--- src/rtl/uart_fifo_core.sv ---
`timescale 1ns/1ps
// uart_fifo_core
//   Full-duplex UART: serial rx/tx pins on one side, valid/ready byte streams
//   on the other, each direction buffered by its own FIFO. Baud rate comes from
//   a runtime divisor; frame errors and RX overruns are latched as sticky flags.
//
// Optional feature macro: UART_PARITY_EN (adds one parity bit per frame,
//   even/odd selected by parity_odd; RX parity mismatch counts as frame error).
//
// Ports
//   clk_50MHz, reset       system clock, synchronous active-high reset
//   rx / tx                serial input (async, synchronised) / serial output
//   baud_div               clocks per baud tick, 0 freezes the UART
//   parity_odd             parity sense (parity build only)
//   tx_data/valid/ready    byte stream into the TX FIFO
//   rx_data/valid/ready    first-word-fall-through head of the RX FIFO
//   rx_frame_err, rx_overrun  sticky flags, cleared by err_clr
//   tx_idle                nothing queued and transmitter idle
//   rx_count, tx_count     FIFO occupancies

// Small synchronous FIFO with registered read. The output register is
// preloaded with the entry at the next read pointer, so the head is always
// presented without an explicit read request.
module uart_fifo_core_fifo #(
    parameter int W  = 8,
    parameter int AW = 4
) (
    input  logic          clk,
    input  logic          srst,
    input  logic          wr_en,
    input  logic [W-1:0]  wr_data,
    input  logic          rd_en,
    output logic [W-1:0]  rd_data,
    output logic          empty,
    output logic          full,
    output logic [AW:0]   count
);
    localparam int DEPTH = 2 ** AW;

    logic [W-1:0]  mem [0:DEPTH-1];
    logic [AW-1:0] wr_ptr_reg, rd_ptr_reg, rd_ptr_next;
    logic [AW:0]   count_reg;
    logic [W-1:0]  rd_data_reg;
    logic          do_push, do_pop;

    assign empty   = (count_reg == '0);
    assign full    = (count_reg == (AW+1)'(DEPTH));
    assign do_push = wr_en && !full;
    assign do_pop  = rd_en && !empty;
    assign rd_ptr_next = rd_ptr_reg + AW'(do_pop);
    assign count   = count_reg;
    assign rd_data = rd_data_reg;

    always_ff @(posedge clk) begin
        if (do_push)
            mem[wr_ptr_reg] <= wr_data;
    end

    always_ff @(posedge clk) begin
        if (srst) begin
            wr_ptr_reg  <= '0;
            rd_ptr_reg  <= '0;
            count_reg   <= '0;
            rd_data_reg <= '0;
        end else begin
            if (do_push)
                wr_ptr_reg <= wr_ptr_reg + AW'(1);
            rd_ptr_reg <= rd_ptr_next;
            case ({do_push, do_pop})
                2'b10:   count_reg <= count_reg + (AW+1)'(1);
                2'b01:   count_reg <= count_reg - (AW+1)'(1);
                default: count_reg <= count_reg;
            endcase
            // The slot being written is the next head only when the FIFO is
            // (about to be) empty; bypass the RAM in that case.
            if (do_push && (wr_ptr_reg == rd_ptr_next))
                rd_data_reg <= wr_data;
            else
                rd_data_reg <= mem[rd_ptr_next];
        end
    end
endmodule

module uart_fifo_core #(
    parameter int DATA_BITS  = 8,
    parameter int OVERSAMPLE = 16,
    parameter int DIV_BITS   = 16,
    parameter int FIFO_EXP   = 4
) (
    input  logic                 clk_50MHz,
    input  logic                 reset,
    input  logic                 rx,
    output logic                 tx,
    input  logic [DIV_BITS-1:0]  baud_div,
    input  logic                 parity_odd,
    input  logic [DATA_BITS-1:0] tx_data,
    input  logic                 tx_valid,
    output logic                 tx_ready,
    output logic [DATA_BITS-1:0] rx_data,
    output logic                 rx_valid,
    input  logic                 rx_ready,
    output logic                 rx_frame_err,
    output logic                 rx_overrun,
    input  logic                 err_clr,
    output logic                 tx_idle,
    output logic [FIFO_EXP:0]    rx_count,
    output logic [FIFO_EXP:0]    tx_count
);
    localparam int TICK_W = $clog2(OVERSAMPLE);
    localparam int BIT_W  = $clog2(DATA_BITS + 1);
    localparam logic [TICK_W-1:0] TICK_LAST = TICK_W'(OVERSAMPLE - 1);
    localparam logic [TICK_W-1:0] TICK_HALF = TICK_W'(OVERSAMPLE / 2 - 1);
    localparam logic [BIT_W-1:0]  BIT_LAST  = BIT_W'(DATA_BITS - 1);

    localparam logic [2:0] ST_IDLE   = 3'd0;
    localparam logic [2:0] ST_START  = 3'd1;
    localparam logic [2:0] ST_DATA   = 3'd2;
    localparam logic [2:0] ST_PARITY = 3'd3;
    localparam logic [2:0] ST_STOP   = 3'd4;
    localparam logic [2:0] ST_WAIT   = 3'd5;   // RX only: line held low after bad stop

    // ---------------- baud tick generator ----------------
    // The divisor is latched at each wrap so a change never truncates the
    // period in progress; a zero divisor keeps reloading and never ticks.
    logic [DIV_BITS-1:0] baud_cnt_reg, div_reg;
    logic                baud_tick;

    assign baud_tick = (div_reg != '0) && (baud_cnt_reg == div_reg - DIV_BITS'(1));

    always_ff @(posedge clk_50MHz) begin
        if (reset) begin
            baud_cnt_reg <= '0;
            div_reg      <= baud_div;
        end else if (div_reg == '0 || baud_tick) begin
            baud_cnt_reg <= '0;
            div_reg      <= baud_div;
        end else begin
            baud_cnt_reg <= baud_cnt_reg + DIV_BITS'(1);
        end
    end

    // ---------------- FIFOs ----------------
    logic                 rx_push, rx_full, rx_empty;
    logic                 tx_load, tx_full, tx_empty;
    logic [DATA_BITS-1:0] tx_head;
    logic [DATA_BITS-1:0] rx_shift_reg;

    uart_fifo_core_fifo #(.W(DATA_BITS), .AW(FIFO_EXP)) u_rx_fifo (
        .clk(clk_50MHz), .srst(reset),
        .wr_en(rx_push), .wr_data(rx_shift_reg),
        .rd_en(rx_ready), .rd_data(rx_data),
        .empty(rx_empty), .full(rx_full), .count(rx_count)
    );

    uart_fifo_core_fifo #(.W(DATA_BITS), .AW(FIFO_EXP)) u_tx_fifo (
        .clk(clk_50MHz), .srst(reset),
        .wr_en(tx_valid), .wr_data(tx_data),
        .rd_en(tx_load), .rd_data(tx_head),
        .empty(tx_empty), .full(tx_full), .count(tx_count)
    );

    assign rx_valid = !rx_empty;
    assign tx_ready = !tx_full;

    // ---------------- RX path ----------------
    logic [1:0]        rx_sync_reg;
    logic              rx_s, rx_prev_reg;
    logic [2:0]        rx_state_reg;
    logic [TICK_W-1:0] rx_tick_reg;
    logic [BIT_W-1:0]  rx_bit_reg;
    logic              rx_par_err_reg;
    logic              rx_sample, rx_stop_sample, rx_err_set, rx_ovr_set;

    generate
        for (genvar gi = 0; gi < 2; gi++) begin : g_rx_sync
            always_ff @(posedge clk_50MHz) begin
                if (reset)
                    rx_sync_reg[gi] <= 1'b1;
                else
                    rx_sync_reg[gi] <= (gi == 0) ? rx : rx_sync_reg[(gi == 0) ? 0 : gi - 1];
            end
        end
    endgenerate

    assign rx_s           = rx_sync_reg[1];
    assign rx_sample      = baud_tick && (rx_tick_reg == TICK_LAST);
    assign rx_stop_sample = (rx_state_reg == ST_STOP) && rx_sample;
    assign rx_push        = rx_stop_sample && rx_s && !rx_par_err_reg;
    assign rx_err_set     = rx_stop_sample && (!rx_s || rx_par_err_reg);
    assign rx_ovr_set     = rx_push && rx_full;

    always_ff @(posedge clk_50MHz) begin
        if (reset) begin
            rx_prev_reg    <= 1'b1;
            rx_state_reg   <= ST_IDLE;
            rx_tick_reg    <= '0;
            rx_bit_reg     <= '0;
            rx_shift_reg   <= '0;
            rx_par_err_reg <= 1'b0;
        end else begin
            rx_prev_reg <= rx_s;
            case (rx_state_reg)
                ST_IDLE: begin
                    if (rx_prev_reg && !rx_s) begin
                        rx_state_reg <= ST_START;
                        rx_tick_reg  <= '0;
                    end
                end
                ST_START: begin
                    if (baud_tick) begin
                        if (rx_tick_reg == TICK_HALF) begin
                            // Re-check at mid start bit; a short low pulse is ignored.
                            rx_state_reg   <= rx_s ? ST_IDLE : ST_DATA;
                            rx_tick_reg    <= '0;
                            rx_bit_reg     <= '0;
                            rx_par_err_reg <= 1'b0;
                        end else begin
                            rx_tick_reg <= rx_tick_reg + TICK_W'(1);
                        end
                    end
                end
                ST_DATA, ST_PARITY, ST_STOP: begin
                    if (baud_tick) begin
                        if (rx_tick_reg == TICK_LAST) begin
                            rx_tick_reg <= '0;
                            if (rx_state_reg == ST_DATA) begin
                                rx_shift_reg <= {rx_s, rx_shift_reg[DATA_BITS-1:1]};
                                if (rx_bit_reg == BIT_LAST) begin
`ifdef UART_PARITY_EN
                                    rx_state_reg <= ST_PARITY;
`else
                                    rx_state_reg <= ST_STOP;
`endif
                                end else begin
                                    rx_bit_reg <= rx_bit_reg + BIT_W'(1);
                                end
                            end else if (rx_state_reg == ST_PARITY) begin
                                rx_par_err_reg <= (rx_s != ((^rx_shift_reg) ^ parity_odd));
                                rx_state_reg   <= ST_STOP;
                            end else begin
                                rx_state_reg <= rx_s ? ST_IDLE : ST_WAIT;
                            end
                        end else begin
                            rx_tick_reg <= rx_tick_reg + TICK_W'(1);
                        end
                    end
                end
                ST_WAIT: begin
                    if (rx_s)
                        rx_state_reg <= ST_IDLE;
                end
                default: rx_state_reg <= ST_IDLE;
            endcase
        end
    end

    // Sticky flags: a set in the same cycle as err_clr keeps the flag high.
    logic rx_frame_err_reg, rx_overrun_reg;
    always_ff @(posedge clk_50MHz) begin
        if (reset) begin
            rx_frame_err_reg <= 1'b0;
            rx_overrun_reg   <= 1'b0;
        end else begin
            rx_frame_err_reg <= rx_err_set | (rx_frame_err_reg & ~err_clr);
            rx_overrun_reg   <= rx_ovr_set | (rx_overrun_reg & ~err_clr);
        end
    end
    assign rx_frame_err = rx_frame_err_reg;
    assign rx_overrun   = rx_overrun_reg;

    // ---------------- TX path ----------------
    logic [2:0]           tx_state_reg;
    logic [TICK_W-1:0]    tx_tick_reg;
    logic [BIT_W-1:0]     tx_bit_reg;
    logic [DATA_BITS-1:0] tx_shift_reg;
    logic                 tx_reg, tx_bit_end;

    assign tx_bit_end = baud_tick && (tx_tick_reg == TICK_LAST);
    // Load from IDLE, or straight out of the stop bit so bytes go back to back.
    assign tx_load = !tx_empty &&
                     ((tx_state_reg == ST_IDLE) || ((tx_state_reg == ST_STOP) && tx_bit_end));

`ifdef UART_PARITY_EN
    logic tx_par_reg;
    always_ff @(posedge clk_50MHz) begin
        if (reset)
            tx_par_reg <= 1'b0;
        else if (tx_load)
            tx_par_reg <= (^tx_head) ^ parity_odd;
    end
`else
    logic unused_parity_odd;
    assign unused_parity_odd = parity_odd;
`endif

    always_ff @(posedge clk_50MHz) begin
        if (reset) begin
            tx_state_reg <= ST_IDLE;
            tx_tick_reg  <= '0;
            tx_bit_reg   <= '0;
            tx_shift_reg <= '0;
            tx_reg       <= 1'b1;
        end else if (tx_load) begin
            tx_shift_reg <= tx_head;
            tx_reg       <= 1'b0;
            tx_state_reg <= ST_START;
            tx_tick_reg  <= '0;
        end else if (tx_state_reg != ST_IDLE && baud_tick) begin
            if (tx_tick_reg == TICK_LAST) begin
                tx_tick_reg <= '0;
                case (tx_state_reg)
                    ST_START: begin
                        tx_reg       <= tx_shift_reg[0];
                        tx_bit_reg   <= '0;
                        tx_state_reg <= ST_DATA;
                    end
                    ST_DATA: begin
                        if (tx_bit_reg == BIT_LAST) begin
`ifdef UART_PARITY_EN
                            tx_reg       <= tx_par_reg;
                            tx_state_reg <= ST_PARITY;
`else
                            tx_reg       <= 1'b1;
                            tx_state_reg <= ST_STOP;
`endif
                        end else begin
                            tx_reg       <= tx_shift_reg[1];
                            tx_shift_reg <= tx_shift_reg >> 1;
                            tx_bit_reg   <= tx_bit_reg + BIT_W'(1);
                        end
                    end
                    ST_PARITY: begin
                        tx_reg       <= 1'b1;
                        tx_state_reg <= ST_STOP;
                    end
                    default: begin
                        tx_reg       <= 1'b1;
                        tx_state_reg <= ST_IDLE;
                    end
                endcase
            end else begin
                tx_tick_reg <= tx_tick_reg + TICK_W'(1);
            end
        end
    end

    assign tx      = tx_reg;
    assign tx_idle = tx_empty && (tx_state_reg == ST_IDLE);
endmodule

--- config.mk ---
export PLATFORM = sky130hd
export DESIGN_NAME = uart_fifo_core
export DESIGN_NICKNAME = d
export VERILOG_FILES = /design/src/rtl/uart_fifo_core.sv
export SDC_FILE = /design/constraint.sdc
export NUM_CORES = 1
export LEC_CHECK = 0
export CORE_ASPECT_RATIO = 0.75
export CORE_MARGIN = 2
export CORE_UTILIZATION = 40
export DETAILED_ROUTE_END_ITERATION = 8
export GPL_TIMING_DRIVEN = 1
export PLACE_DENSITY = 0.56
export SYNTH_ARGS = -nofsm -noshare
export SYNTH_HDL_FRONTEND = slang
export SYNTH_SLANG_ARGS = --single-unit
--- constraint.sdc ---
create_clock -name clk_50MHz -period 4.9 [get_ports clk_50MHz]
set_input_delay 0.49 -clock clk_50MHz [delete_from_list [all_inputs] [get_ports clk_50MHz]]
set_output_delay 0.49 -clock clk_50MHz [all_outputs]
set_load 0.01 [all_outputs]
==> impl_metrics.toml <==
[timing]
finalCritPeriodShare_pct = 93.5
rsz0062_at_grt = "no"
setup_ws_ns = 0.319
tightest_slew_ns = 1.07
max-slew-margin-rel_pct = 28.5
tns_ns = 0
slew_violations = 0
hold_viol = 0
fin_crit_ns = 4.58
setup_viol = 0
finClkSkew_ns = 0.0301
fmax_ghz = 0.218

[drt]
via_per_inst = 5.45
drc = 0
wl_per_cell_um = 21.0
drtAntennaViolNets = 0
drtIter0Drc = 870
wl_um = 36800
drt-pass1-iter-count = 5
vias = 9537

[power]
power_frac_seq_pct = 42.7
p_comb_share_pct = 23.1
total_power_w = 0.00845
p_int_w = 0.00622
max-vdd-ir-drop_mv = 0.281
p_leak_nw = 6.24
switching_power_w = 0.00223
p_clk_share_pct = 34.2
p_sw_share_pct = 26.4
p_per_area_nw_per_um2 = 450

[finish]
diodes = 0
layout-drive-gt1-share_pct = 17.2
syn2layout_area_growth_pct = 16.7
nets = 1258
nFillCells = 3428
design_area_um2 = 18800
final_core_util_pct = 47.5
reg_top3 = "u_rx_fifo.mem x128, u_tx_fifo.mem x128"

[logic_synthesis]
ys_top_cells_by_count = "272 x edfxtp_1, 104 x nor2_1, 103 x dfxtp_1, 80 x mux4_2, 44 x nand2_1"
synth_top_area_share_pct = 50.7
syn_nets = 1171
synth-async-reset-ratio_pct = 0
netlist_area_um2 = 16100
synthMostInstantiatedCell = "edfxtp_1"
ys_seq_elements = 375
ys_top_cells_by_area = "edfxtp_1 51%, dfxtp_1 13%, mux4_2 11%"
synth_edf_count = 272
syn_area_per_cell_um2 = 14.4
syn_inst = 1114
synth_ff_type = "edfxtp_1"
yosysUniqueCellTypes = 69
ys_warn_count = 0
synth_top_cell_by_area = "edfxtp_1"
ys_seq_area_share_pct = 63.6

[clocking]
clock-sinks = 375
htree_levels = 2
cts_buffers = 39
cts_root_buf = "clkbuf_16"
ctsHoldBuffers = 0
cts_buffer_depth = 3
cts.reportedPaths.clkPinSlew_ns = 0.06
worstSkewPairLatency_ns = 0.56
cts_tree = "yes"

[worst_setup_path]
cp.arrival_ns = 4.98
cp_max_fo = 34
required_ns = 5.30
endpoint_kind = "register"
reg2regPathDepth = 17
worst_setup_path_start_kind = "register"
r2r_slack_ns = 0.32
critical_path_class = "reg2reg"
rr_startpoint = "div_reg[1]$_DFFE_PP_"
r2r-end = "u_tx_fifo.rd_data[5]$_SDFF_PP0_"

[global_routing]
antenna_found_initial = 1
track_usage_pct = 17.9
grt_pass1_wl_um = 57200
grt_max_degree = 76
first_global_vias = 9262
grt_overflow = 0

[floorplanning]
rows = 63
fp.dieH_um = 178
core_region_area_um2 = 39600
die_w_um = 236
io_pins = 55
dieArea_um2 = 41900
start_util_pct = 40.7

[worst_hold_path]
whs_endpoint = "rx_s$_SDFF_PP1_"
hold_class = "reg2reg"
whs_path_depth = 1
hold_start = "rx_sync_reg[0]$_SDFF_PP1_"

[job]
maxCapViolCount = 0

[place]
place_worst_setup_slack_ns = 0.0178
port_buffers = 54
gp_congestion = 0.819
dpl_cell_area_um2 = 17400
dpl.hpwl_um = 24300

[status]
status = "complete, no violations"
-- metrics by stage --
step,instances,hold slack (ns)
finish,1751,0.428
detailed placement,1674,0.393
floorplan,1114,0.389
CTS,1745,0.424
global placement,1674,0.401
global route,1751,0.458
-- worst max-delay path by stage --
stage | cells after the start | start | end
6_report | 17 | div_reg[1]$_DFFE_PP_ | u_tx_fifo.rd_data[5]$_SDFF_PP0_
5_1_grt | 19 | div_reg[1]$_DFFE_PP_ | u_rx_fifo.count[4]$_SDFFE_PP0P_
4_1_cts | 19 | div_reg[1]$_DFFE_PP_ | u_rx_fifo.count[4]$_SDFFE_PP0P_
3_5_place_dp | 17 | div_reg[1]$_DFFE_PP_ | u_tx_fifo.rd_data[5]$_SDFF_PP0_
3_3_place_gp | 17 | div_reg[1]$_DFFE_PP_ | u_tx_fifo.rd_data[3]$_SDFF_PP0_
2_1_floorplan | 19 | div_reg[0]$_DFFE_PP_ | u_tx_fifo.rd_data[0]$_SDFF_PP0_
-- timing repair --
action	CTS	global route
setup buffers	0	5
pin swaps	0	3
setup endpoints to repair	2	11
gates cloned	0	1
gates resized for setup	1	9
-- power by group through the flow --
stage / Sequential, W / Clock [W] / Combinational (W)
after floorplan: 0.00363 / 0 / 0.00134
after detailed placement: 0.00367 / 0 / 0.00185
after global routing: 0.00362 / 0.00309 / 0.00213
final: 0.00361 / 0.00289 / 0.00196
after global placement: 0.00367 / 0 / 0.00183
after CTS: 0.00360 / 0.00297 / 0.00186
-- critical path, stage by stage, from the launching register on --
cell and delay (ns):
edfxtp_1 0.43, inv_1 0.08, ha_1 0.16, or3b_4 0.42
or4_4 0.43, xnor2_1 0.17, and4_4 0.27, nand4_4 0.11
o31a_1 0.28, or2_2 0.30, inv_2 0.10, ha_4 0.14
ha_1 0.25, buf_12 0.19, mux4_2 0.34, mux4_2 0.50
mux2i_1 0.18, nor2_1 0.06
-- final cells by class --
class	count	area (um^2)	share of cell area (%)
Clock buffer	52	1050	5.62
Clock inverter	19	194	1.03
Inverter	30	113	0.600
Multi-Input combinational cell	652	5580	29.7
Sequential cell	375	10200	54.5
Tap cell	520	651	3.46
Timing Repair Buffer	103	958	5.10
-- routing by layer --
layer,GRT usage (%),up-vias,part of all wire (%),wire (um)
li1,-,4442,-,-
met1,28.0,4823,50,18500
met2,25.7,223,43,15700
met3,3.20,49,5.4,2010
met4,4.06,0,1.6,604
met5,0,-,0,0
-- layout by cell type (no fill, tap or decap), types with 10 or more instances in the layout --
cell type | netlist | layout
nand3_1 | 35 | 35
nor2_1 | 104 | 104
clkdlybuf4s50_1 | 0 | 53
dfxtp_1 | 103 | 103
nand2_1 | 44 | 44
and3_1 | 10 | 10
o21ai_0 | 26 | 26
or3_1 | 19 | 19
xor2_1 | 31 | 31
o211ai_1 | 11 | 11
nand4_1 | 11 | 11
nor3_1 | 36 | 34
inv_1 | 30 | 29
clkbuf_16 | 0 | 40
clkbuf_1 | 41 | 10
a21oi_1 | 28 | 28
ha_1 | 25 | 22
edfxtp_1 | 272 | 272
mux2i_1 | 27 | 27
buf_4 | 1 | 45
mux4_2 | 80 | 80
xnor2_1 | 39 | 38
nor4_1 | 14 | 14
nor2b_1 | 14 | 14
-- cell families after synthesis --
kind of cell / Yosys count / share of synthesized area (%)
DFF: 375 / 63.6
adders and majority gates: 26 / 2.07
and+or+nand+nor: 323 / 10.2
muxes: 107 / 12.9
AOI/OAI and AO/OA: 125 / 5.27
buffers and inverters: 87 / 2.12
xor gates and xnor gates: 71 / 3.91
Power figures use the tool's default switching activity.
